$ cat config.mk
export PLATFORM = sky130hd
export DESIGN_NAME = memory_stage
export DESIGN_NICKNAME = d
export VERILOG_FILES = /design/src/rtl/memory_stage_pkg.sv /design/src/rtl/memory_stage_load_extend.sv /design/src/rtl/memory_stage.sv
export SDC_FILE = /design/constraint.sdc
export NUM_CORES = 1
export LEC_CHECK = 0
export CAP_MARGIN = 30
export CORE_MARGIN = 2
export CORE_UTILIZATION = 40
export CTS_CLUSTER_SIZE = 10
export DETAILED_ROUTE_END_ITERATION = 7
export GPL_TIMING_DRIVEN = 0
export PLACE_DENSITY = 0.77
export SLEW_MARGIN = 15
export SYNTH_ARGS = -nofsm -noshare
export SYNTH_HDL_FRONTEND = slang
export SYNTH_SLANG_ARGS = --single-unit
$ cat constraint.sdc
create_clock -name clock -period 5.15 [get_ports clock]
set_input_delay 0.515 -clock clock [delete_from_list [all_inputs] [get_ports clock]]
set_output_delay 0.515 -clock clock [all_outputs]
set_load 0.1 [all_outputs]
$ cat src/rtl/memory_stage_pkg.sv
// Shared encodings for the memory-access stage: store/load modes,
// access sizes and FSM state codes.
package memory_stage_pkg;

    localparam logic [2:0] MSM_WORD = 3'b000;
    localparam logic [2:0] MSM_BYTE = 3'b001;
    localparam logic [2:0] MSM_HALF = 3'b010;

    localparam logic [2:0] MSL_WORD = 3'b000;
    localparam logic [2:0] MSL_BU   = 3'b001;
    localparam logic [2:0] MSL_BS   = 3'b010;
    localparam logic [2:0] MSL_HU   = 3'b011;
    localparam logic [2:0] MSL_HS   = 3'b100;

    localparam logic [1:0] SZ_BYTE = 2'd0;
    localparam logic [1:0] SZ_HALF = 2'd1;
    localparam logic [1:0] SZ_WORD = 2'd2;

    localparam logic [1:0] ST_IDLE = 2'd0;
    localparam logic [1:0] ST_REQ  = 2'd1;
    localparam logic [1:0] ST_DONE = 2'd2;

    // A store takes its size from msm, otherwise from msl.
    function automatic logic [1:0] access_size(
        input logic       store,
        input logic [2:0] msm,
        input logic [2:0] msl
    );
        logic [1:0] sz;
        sz = SZ_WORD;
        if (store) begin
            case (msm)
                MSM_BYTE: sz = SZ_BYTE;
                MSM_HALF: sz = SZ_HALF;
                default:  sz = SZ_WORD;
            endcase
        end else begin
            case (msl)
                MSL_BU, MSL_BS: sz = SZ_BYTE;
                MSL_HU, MSL_HS: sz = SZ_HALF;
                default:        sz = SZ_WORD;
            endcase
        end
        return sz;
    endfunction

endpackage

$ cat src/rtl/memory_stage_load_extend.sv
// Load lane select, zero/sign extension and halfword merge.
module load_extend
    import memory_stage_pkg::*;
(
    input  logic [31:0] rdata,
    input  logic [1:0]  off,
    input  logic [2:0]  msl,
    input  logic        mshw,
    input  logic        lshw,
    input  logic [31:0] regb,
    output logic [31:0] value
);

    logic [31:0] shifted;
    logic [7:0]  byte_v;
    logic [15:0] half_v;

    always_comb begin
        shifted = rdata >> {off, 3'b000};
        byte_v  = shifted[7:0];
        half_v  = off[1] ? rdata[31:16] : rdata[15:0];
        value   = rdata;
        case (msl)
            MSL_BU: value = {24'b0, byte_v};
            MSL_BS: value = {{24{byte_v[7]}}, byte_v};
            MSL_HU, MSL_HS: begin
                if (mshw)
                    value = {half_v, regb[15:0]};
                else if (lshw)
                    value = {regb[31:16], half_v};
                else if (msl == MSL_HS)
                    value = {{16{half_v[15]}}, half_v};
                else
                    value = {16'b0, half_v};
            end
            default: value = rdata;
        endcase
    end

endmodule

$ cat src/rtl/memory_stage.sv
// Memory-access stage: drives the data-memory handshake, stalls the
// front of the pipeline while an access is outstanding, fills MEM/WB.
module memory_stage
    import memory_stage_pkg::*;
#(
    parameter int ADDR_W = 32
) (
    input  logic              clock,
    input  logic              reset,
    input  logic [2:0]        ex_mem_msm,
    input  logic [2:0]        ex_mem_msl,
    input  logic              ex_mem_readmem,
    input  logic              ex_mem_writemem,
    input  logic              ex_mem_mshw,
    input  logic              ex_mem_lshw,
    input  logic [31:0]       ex_mem_regb,
    input  logic [2:0]        ex_mem_selwsource,
    input  logic [4:0]        ex_mem_regdest,
    input  logic              ex_mem_writereg,
    input  logic [31:0]       ex_mem_aluout,
    input  logic [31:0]       ex_mem_wbvalue,
    output logic              dmem_req,
    output logic              dmem_we,
    output logic [ADDR_W-1:0] dmem_addr,
    output logic [3:0]        dmem_be,
    output logic [31:0]       dmem_wdata,
    input  logic              dmem_ack,
    input  logic [31:0]       dmem_rdata,
    output logic              mem_if_stall,
    output logic              mem_misalign,
    output logic [2:0]        mem_wb_selwsource,
    output logic [4:0]        mem_wb_regdest,
    output logic              mem_wb_writereg,
    output logic [31:0]       mem_wb_value,
    output logic [31:0]       mem_fw_value,
    output logic [4:0]        mem_fw_regdest,
    output logic              mem_fw_writereg
);

    logic [1:0]        state_q, state_d;
    logic              req_q, req_d;
    logic              we_q, we_d;
    logic [ADDR_W-1:0] addr_q, addr_d;
    logic [3:0]        be_q, be_d;
    logic [31:0]       wdata_q, wdata_d;
    logic [31:0]       rdata_q, rdata_d;
    logic              misalign_q, misalign_d;
    logic [2:0]        wb_sel_q, wb_sel_d;
    logic [4:0]        wb_rd_q, wb_rd_d;
    logic              wb_wr_q, wb_wr_d;
    logic [31:0]       wb_val_q, wb_val_d;

    logic        access;
    logic [1:0]  size;
    logic [1:0]  off;
    logic        aligned;
    logic        pending;
    logic        misalign_now;
    logic        load_done;
    logic        stall;
    logic [3:0]  be_new;
    logic [31:0] wdata_new;
    logic [31:0] ld_value;

    load_extend u_load_extend (
        .rdata (rdata_q),
        .off   (ex_mem_aluout[1:0]),
        .msl   (ex_mem_msl),
        .mshw  (ex_mem_mshw),
        .lshw  (ex_mem_lshw),
        .regb  (ex_mem_regb),
        .value (ld_value)
    );

    always_comb begin
        access = ex_mem_readmem | ex_mem_writemem;
        size   = access_size(ex_mem_writemem, ex_mem_msm, ex_mem_msl);
        off    = ex_mem_aluout[1:0];
        case (size)
            SZ_WORD: aligned = (off == 2'b00);
            SZ_HALF: aligned = ~off[0];
            default: aligned = 1'b1;
        endcase
        pending      = access & aligned;
        misalign_now = (state_q == ST_IDLE) & access & ~aligned;
        load_done    = (state_q == ST_DONE) & ex_mem_readmem
                       & ~ex_mem_writemem;
        stall        = ((state_q == ST_IDLE) & pending)
                       | (state_q == ST_REQ);
    end

    // Store data is replicated so every enabled lane sees it.
    always_comb begin
        case (size)
            SZ_WORD: begin
                be_new    = 4'b1111;
                wdata_new = ex_mem_regb;
            end
            SZ_HALF: begin
                be_new    = off[1] ? 4'b1100 : 4'b0011;
                wdata_new = {2{ex_mem_regb[15:0]}};
            end
            default: begin
                be_new    = 4'b0001 << off;
                wdata_new = {4{ex_mem_regb[7:0]}};
            end
        endcase
    end

    always_comb begin
        state_d    = state_q;
        req_d      = req_q;
        we_d       = we_q;
        addr_d     = addr_q;
        be_d       = be_q;
        wdata_d    = wdata_q;
        rdata_d    = rdata_q;
        misalign_d = misalign_now;
        wb_sel_d   = wb_sel_q;
        wb_rd_d    = wb_rd_q;
        wb_wr_d    = wb_wr_q;
        wb_val_d   = wb_val_q;

        case (state_q)
            ST_IDLE: begin
                if (pending) begin
                    state_d = ST_REQ;
                    req_d   = 1'b1;
                    we_d    = ex_mem_writemem;
                    addr_d  = {ex_mem_aluout[ADDR_W-1:2], 2'b00};
                    be_d    = be_new;
                    wdata_d = wdata_new;
                end
            end
            ST_REQ: begin
                if (dmem_ack) begin
                    state_d = ST_DONE;
                    req_d   = 1'b0;
                    we_d    = 1'b0;
                    be_d    = 4'b0000;
                    rdata_d = dmem_rdata;
                end
            end
            ST_DONE: state_d = ST_IDLE;
            default: state_d = ST_IDLE;
        endcase

        if (stall) begin
            wb_wr_d = 1'b0;
        end else begin
            wb_sel_d = ex_mem_selwsource;
            wb_rd_d  = ex_mem_regdest;
            wb_wr_d  = ex_mem_writereg & ~misalign_now;
            wb_val_d = load_done ? ld_value : ex_mem_wbvalue;
        end
    end

    always_ff @(posedge clock) begin
        if (reset) begin
            state_q    <= ST_IDLE;
            req_q      <= 1'b0;
            we_q       <= 1'b0;
            addr_q     <= '0;
            be_q       <= 4'b0000;
            wdata_q    <= 32'b0;
            rdata_q    <= 32'b0;
            misalign_q <= 1'b0;
            wb_sel_q   <= 3'b0;
            wb_rd_q    <= 5'b0;
            wb_wr_q    <= 1'b0;
            wb_val_q   <= 32'b0;
        end else begin
            state_q    <= state_d;
            req_q      <= req_d;
            we_q       <= we_d;
            addr_q     <= addr_d;
            be_q       <= be_d;
            wdata_q    <= wdata_d;
            rdata_q    <= rdata_d;
            misalign_q <= misalign_d;
            wb_sel_q   <= wb_sel_d;
            wb_rd_q    <= wb_rd_d;
            wb_wr_q    <= wb_wr_d;
            wb_val_q   <= wb_val_d;
        end
    end

    assign dmem_req          = req_q;
    assign dmem_we           = we_q;
    assign dmem_addr         = addr_q;
    assign dmem_be           = be_q;
    assign dmem_wdata        = wdata_q;
    assign mem_if_stall      = stall;
    assign mem_misalign      = misalign_q;
    assign mem_wb_selwsource = wb_sel_q;
    assign mem_wb_regdest    = wb_rd_q;
    assign mem_wb_writereg   = wb_wr_q;
    assign mem_wb_value      = wb_val_q;
    assign mem_fw_value      = wb_val_q;
    assign mem_fw_regdest    = wb_rd_q;
    assign mem_fw_writereg   = wb_wr_q;

endmodule
Word level (Yosys, flattened, before mapping)
Cells that the tools add are included.
{ "totals": {"latchBits": 0, "regBits": 144, "ram_bits": 0, "mem_count": 0, "out_inout_bits": 151, "in_bits": 150, "mem_bits_ro": 0} }
{ "op_classes": {"n_lt_le_gt_ge": 0, "mux": 24, "n_shift": 2, "eq_ne": 12, "div_mod_pow": 0, "mul": 0, "bitwise": 13, "n_reduce_logical": 10, "n_addsub": 0} }
{ "op_table": {"columns": ["op", "count"], "rows": [
  ["two-way mux 32 bit", 4],
  ["case mux 32 bit (3 select lines)", 1],
  ["case mux 32 bit (2 select lines)", 1],
  [">> shifter 32 x 5 -> 8 bit", 1],
  ["two-way mux 16 bit", 1],
  ["case mux 4 bit (2 select lines)", 2],
  ["two-way mux 4 bit", 3],
  ["case mux 2 bit (2 select lines)", 3],
  ["equality test 3 x 2 -> 1 bit, second input constant", 3],
  ["AND 1 bit", 7],
  ["equality test 3 x 1 -> 1 bit, second input constant", 2],
  ["two-way mux 2 bit", 3],
  ["case mux 1 bit (2 select lines)", 3],
  ["AND reduction 2 bit", 3],
  ["OR reduction 2 bit", 3],
  ["equality test 2 x 1 -> 1 bit, second input constant", 2],
  ["equality test 2 bit, second input constant", 2],
  ["zero test 2 bit", 2],
  ["inequality test 2 bit, second input constant", 2],
  ["NOT 1 bit", 4],
  ["<< shifter 1 x 2 -> 4 bit, first input constant", 1],
  ["equality test 3 bit, second input constant", 1],
  ["two-way mux 1 bit", 3],
  ["AND reduction 3 bit", 1],
  ["other kinds (2)", 3]
]} }

Logic depth before layout (Yosys ltp)
{ "logic_depth": {"word_depth": 10, "depth_mapped": 15} }

Hierarchy
Synthesis repeated with hierarchy kept, for this count alone.
{ "hier_totals": {"cells_unflattened": 952, "hier_area_um2": 7470.9} }
{ "modules_own_cells": {"columns": ["mod", "cells_per_inst", "n_inst", "seq_area_each_um2", "area_each_um2"], "rows": [
  ["memory_stage", 756, 1, 2882.8, 6129.6],
  ["load_extend", 196, 1, 0.0, 1341.3]
]} }

Worst setup path before layout
No wires, ideal clock.
{ "synth_timing": {"kind": "input to output", "startpoint": "in ex_mem_msl[1]", "endpoint": "out mem_if_stall", "stages": 10, "arrival_time_ns": 2.973, "slack_ns": 1.662, "required_time_ns": 4.635, "n_path_buf": 3, "cell_sequence": "buf_4 -> o21a_1 -> or2_2 -> o22a_1 -> ha_1 -> clkbuf_1 -> o21ba_2 -> buf_2 -> nor2_1 -> inv_1"} }
{ "synth_between": {"elab_chain_cells": 9, "elab_cells_between_ends": 14, "classes_between": "eq/ne (6); mux (3); bitwise (3); reduce/logical (2)"} }
{ "synth_lines": {"columns": ["item", "line", "text"], "rows": [
  ["start: declaration", "memory_stage.sv:11", "input logic [2:0] ex_mem_msl,"],
  ["equality test 3 x 2 -> 1 bit (tied with other cells)", "memory_stage_pkg.sv:38", "case (msl)"],
  ["OR reduction 2 bit", "memory_stage_pkg.sv:38", null],
  ["case mux 2 bit (2 select lines) (*)", "memory_stage_pkg.sv:38", null],
  ["two-way mux 2 bit (*)", "memory_stage_pkg.sv:31", "if (store) begin"],
  ["equality test 2 x 1 -> 1 bit or equality test 2 bit (tied branches)", "memory_stage.sv:79", "case (size)"],
  ["case mux 1 bit (2 select lines) (*)", "memory_stage.sv:79", null],
  ["AND 1 bit (*)", "memory_stage.sv:84", "pending = access & aligned;"],
  ["AND 1 bit (*)", "memory_stage.sv:88", "stall = ((state_q == ST_IDLE) & pending)"],
  ["OR 1 bit (*)", "memory_stage.sv:89", "| (state_q == ST_REQ);"],
  ["end: declaration", "memory_stage.sv:29", "output logic mem_if_stall,"]
]} }
Every way passes the cells marked *; elsewhere a longest branch is shown, timed or not.

Final worst setup path
{ "layout_timing": {"startpoint": "in ex_mem_msl[2]", "endpoint": "out mem_if_stall"} }
The elaborated chain is that of the path after synthesis.

==> impl_summary.log <==
INFO  metric critical_path_buf_inv_count = 7
INFO  metric min_period_over_period = 92.6%
INFO  metric design_power_total = 5.08 mW
INFO  metric timing.clock.skew = 0.0111 ns
INFO  metric number_of_nets_in_the_layout = 1,440
INFO  metric cts_root_buffer_type = sky130_fd_sc_hd__clkbuf_16
INFO  metric die_h = 141 um
INFO  metric die_x = 141 um
INFO  metric vias_per_cell = 5.73
INFO  metric worstHoldPathType = reg2reg
INFO  metric post_synth.cell_area_avg = 7.74 sq um
INFO  metric power.static_leakage = 4.21 nW
INFO  metric synth.area.top_cells = sky130_fd_sc_hd__dfxtp_1, sky130_fd_sc_hd__nand2_1, sky130_fd_sc_hd__a21oi_1
INFO  metric finalWirelength = 31,900 um
INFO  metric synth_top_cell_by_area = sky130_fd_sc_hd__dfxtp_1
INFO  metric via_count = 8,790
INFO  metric critical_path.cell_chain = clkdlybuf4s50_1 > buf_2 > and3b_1 > nor2_2 > buf_2 > o32ai_1 > inv_1 > ha_1 > nand2b_1 > a21oi_1 > o21ba_2 > buf_2 > nor2_1 > inv_1 > clkbuf_2
INFO  metric netlist_instances = 972
INFO  metric crit_type = in2out
INFO  metric synth_top_cell_area_share = 38.3%
INFO  metric hold_end = dmem_addr[4]
INFO  metric end_kind = primary output
INFO  metric row_cnt = 50
INFO  metric critPathSlowestCell = sky130_fd_sc_hd__clkdlybuf4s50_1
INFO  metric cp_data_required_time = 4.64 ns
INFO  metric outcome = completed
INFO  metric wl_per_cell = 20.8 um
INFO  metric async_flop_share = 0%
INFO  metric timing.final.crit_period = 4.77 ns
INFO  metric floorplan.io_pins = 301
INFO  metric critical_path_arrival = 4.25 ns
INFO  metric synth_cell_types = 61
INFO  metric antenna_found_initial = 0
INFO  metric mappedNetlistArea = 7520 sq um
INFO  metric worst_setup_hold_path_clk_slew = 0.06 ns
INFO  metric initialDrtViolationCount = 824
INFO  metric whs = 0.452 ns
INFO  metric ys.flop_type = sky130_fd_sc_hd__dfxtp_1
INFO  metric drive_gt1_share = 10.1%
INFO  metric powerDensity = 445 nW/um^2
INFO  metric synth-seq-cells = 144
INFO  metric detailed_place_hpwl = 24,700 um
INFO  metric timing.max_slew.rel_slack = 31.6%
INFO  metric synthesis.yosys.warnings = 0
INFO  metric globalRoute.totalOverflow = 0
INFO  metric final_max_slew_viol_count = 0
INFO  metric grtUsageTotal = 31.0%
INFO  metric fp.dieArea = 19,900 sq um
INFO  metric drc = 0
INFO  metric synth.top_cells.by_count = sky130_fd_sc_hd__nand2_1, sky130_fd_sc_hd__dfxtp_1, sky130_fd_sc_hd__a21oi_1
INFO  metric clock_latency = 0.44 ns
INFO  metric worst_path_dominant_cell_family = buffers and inverters
INFO  metric cts_htree_levels = 4
INFO  metric setup_viol = 0
INFO  metric worstPathMaxFanout = 10
INFO  metric tritoncts = done
INFO  metric number_of_stages_on_the_worst_hold_path = 2
INFO  metric synth-edff-count = 0
INFO  metric clkSinkCount = 144
INFO  metric worst_path_largest_cell_delay = 0.56 ns
INFO  metric first_pass_iters = 6
INFO  metric grt_first_pass_wirelength = 47,400 um
INFO  metric antenna-diode-count = 0
INFO  metric syn_to_final_growth = 51.8%
INFO  metric seq_area_frac_synth = 38.3%
INFO  metric worstMarginPinSlew = 1.02 ns
INFO  metric number_of_nets_with_antenna_violations_after_detailed_routing = 0
INFO  metric grt_start_max_net_pins = 17
INFO  metric r2r_setup_slack = 2.91 ns
INFO  metric first_global_vias = 8,166
INFO  metric hold_path.startpoint = dmem_addr[4]
INFO  metric critical_path.most_common_cell = sky130_fd_sc_hd__buf_2
INFO  metric yosysMostFrequentCell = sky130_fd_sc_hd__nand2_1
INFO  metric timing.final.hold_violations = 0
INFO  metric max_clock_freq = 0.210 GHz
INFO  metric cts_bufs_inserted = 17
INFO  metric routabilityCongestion = 0.992
INFO  metric r2r_cells = 6
INFO  metric ir_drop = 307 uV
INFO  metric unrepaired_setup_endpoints_after_global_routing = no
INFO  metric cts-root-to-sink-buffers = 2
INFO  metric core_area = 18,600 sq um
INFO  metric cts.repair_timing.setup_buffer_count = 0
INFO  metric start_util = 40.5%
INFO  metric timing.rr.start = state_q[1]
INFO  metric io_buffers = 296
INFO  metric max_cap_viol_count = 0
INFO  metric timing.rr.end = mem_fw_value[7]
INFO  metric fin_tns_setup = 0 ns
INFO  metric critical_path_source_type = primary input
## per-stage QoR
stage / area, sq um / instances / setup slack [ns] / util (%)
after floorplan: 7530 / 973 / 1.66 / -
after global placement: 10800 / 1503 / -0.153 / 58.0
after detailed placement: 10800 / 1503 / -0.180 / 58.0
after CTS: 11400 / 1535 / 0.0887 / 61.5
after global routing: 11400 / 1535 / 0.181 / 61.4
final: 11400 / 1535 / 0.382 / 61.4
## worst max-delay path by stage
stage,from,end,cells past startpoint,slack [ns]
after floorplan,ex_mem_msl[1],mem_if_stall,10,1.66
after global placement,ex_mem_msl[2],mem_if_stall,15,-0.15
after detailed placement,ex_mem_msl[2],mem_if_stall,15,-0.18
after CTS,ex_mem_msl[2],mem_if_stall,15,0.09
after global routing,ex_mem_msl[2],mem_if_stall,15,0.18
final,ex_mem_msl[2],mem_if_stall,15,0.38
## report_power, final
group          switching, mW  total, mW  internal, mW
clock network          0.524       1.35         0.831
logic                   1.77       2.38         0.614
registers             0.0983       1.35          1.25
## area by class of cell
cell class	count	area (sq um)
sequential	144	2880
fill	1691	7160
timing repair buffer	296	2960
tap	234	293
buffer	127	706
clock buffer	18	439
inverter	18	67.6
clock inverter	14	200
multi-input combinational	684	3870
## flip-flops by register name, indices dropped and copies added (netlist names)
name               count
mem_fw_value          32
mem_fw_writereg        1
dmem_addr             30
dmem_req               1
rdata_q               32
state_q                2
dmem_be                4
dmem_we                1
mem_wb_selwsource      3
mem_fw_regdest         5
dmem_wdata            32
mem_misalign           1
## timing repair
| action | in CTS | in global routing |
|---|---|---|
| endpoints found under the setup margin | 1 | 1 |
| hold buffers | 0 | 0 |
| gates resized for setup | 1 | 2 |
| endpoints found under the hold margin | 0 | 0 |
| cloned | 0 | 0 |
## tightest hold or removal path, stage by stage (launching register included)
cell	delay, ns
sky130_fd_sc_hd__dfxtp_1	0.30
sky130_fd_sc_hd__nand2_1	0.05
sky130_fd_sc_hd__a21oi_1	0.05
## routing by layer
layer | global-route usage, % | share of wire [%]
met1 | 40.5 | 41
met2 | 50.0 | 46
met3 | 6.69 | 9.1
met4 | 12.5 | 3.5
met5 | 0 | 0
## layout by cell type (no fill, tap or decap), types with 9 or more instances in the layout
cell,count
sky130_fd_sc_hd__a221o_1,9
sky130_fd_sc_hd__clkdlybuf4s50_1,295
sky130_fd_sc_hd__buf_2,26
sky130_fd_sc_hd__inv_1,18
sky130_fd_sc_hd__a21oi_1,127
sky130_fd_sc_hd__clkbuf_1,44
sky130_fd_sc_hd__nor2_1,33
sky130_fd_sc_hd__nor3_1,16
sky130_fd_sc_hd__a22oi_1,20
sky130_fd_sc_hd__nand2b_1,22
sky130_fd_sc_hd__o21ai_0,44
sky130_fd_sc_hd__buf_4,46
sky130_fd_sc_hd__a31oi_1,15
sky130_fd_sc_hd__nand2_1,219
sky130_fd_sc_hd__o211ai_1,9
sky130_fd_sc_hd__o221ai_1,22
sky130_fd_sc_hd__a311oi_1,12
sky130_fd_sc_hd__mux2i_1,16
sky130_fd_sc_hd__a221oi_1,27
sky130_fd_sc_hd__clkbuf_16,17
sky130_fd_sc_hd__dfxtp_1,144
sky130_fd_sc_hd__nand3_1,18
## logic make-up (layout without fill, tap and decap cells)
kind of cell    count (synthesis)  after routing  share of synthesized area (%)
compound gates                323            323                           28.2
xor+xnor                        2              2                          0.233
fa+ha+maj                       2              2                          0.333
buf+inv                       145            473                           10.3
flops                         144            144                           38.3
mux                            24             24                           3.48
other cells                     1              2                         0.0498
simple gates                  331            331                           19.1
Power figures use the tool's default switching activity.
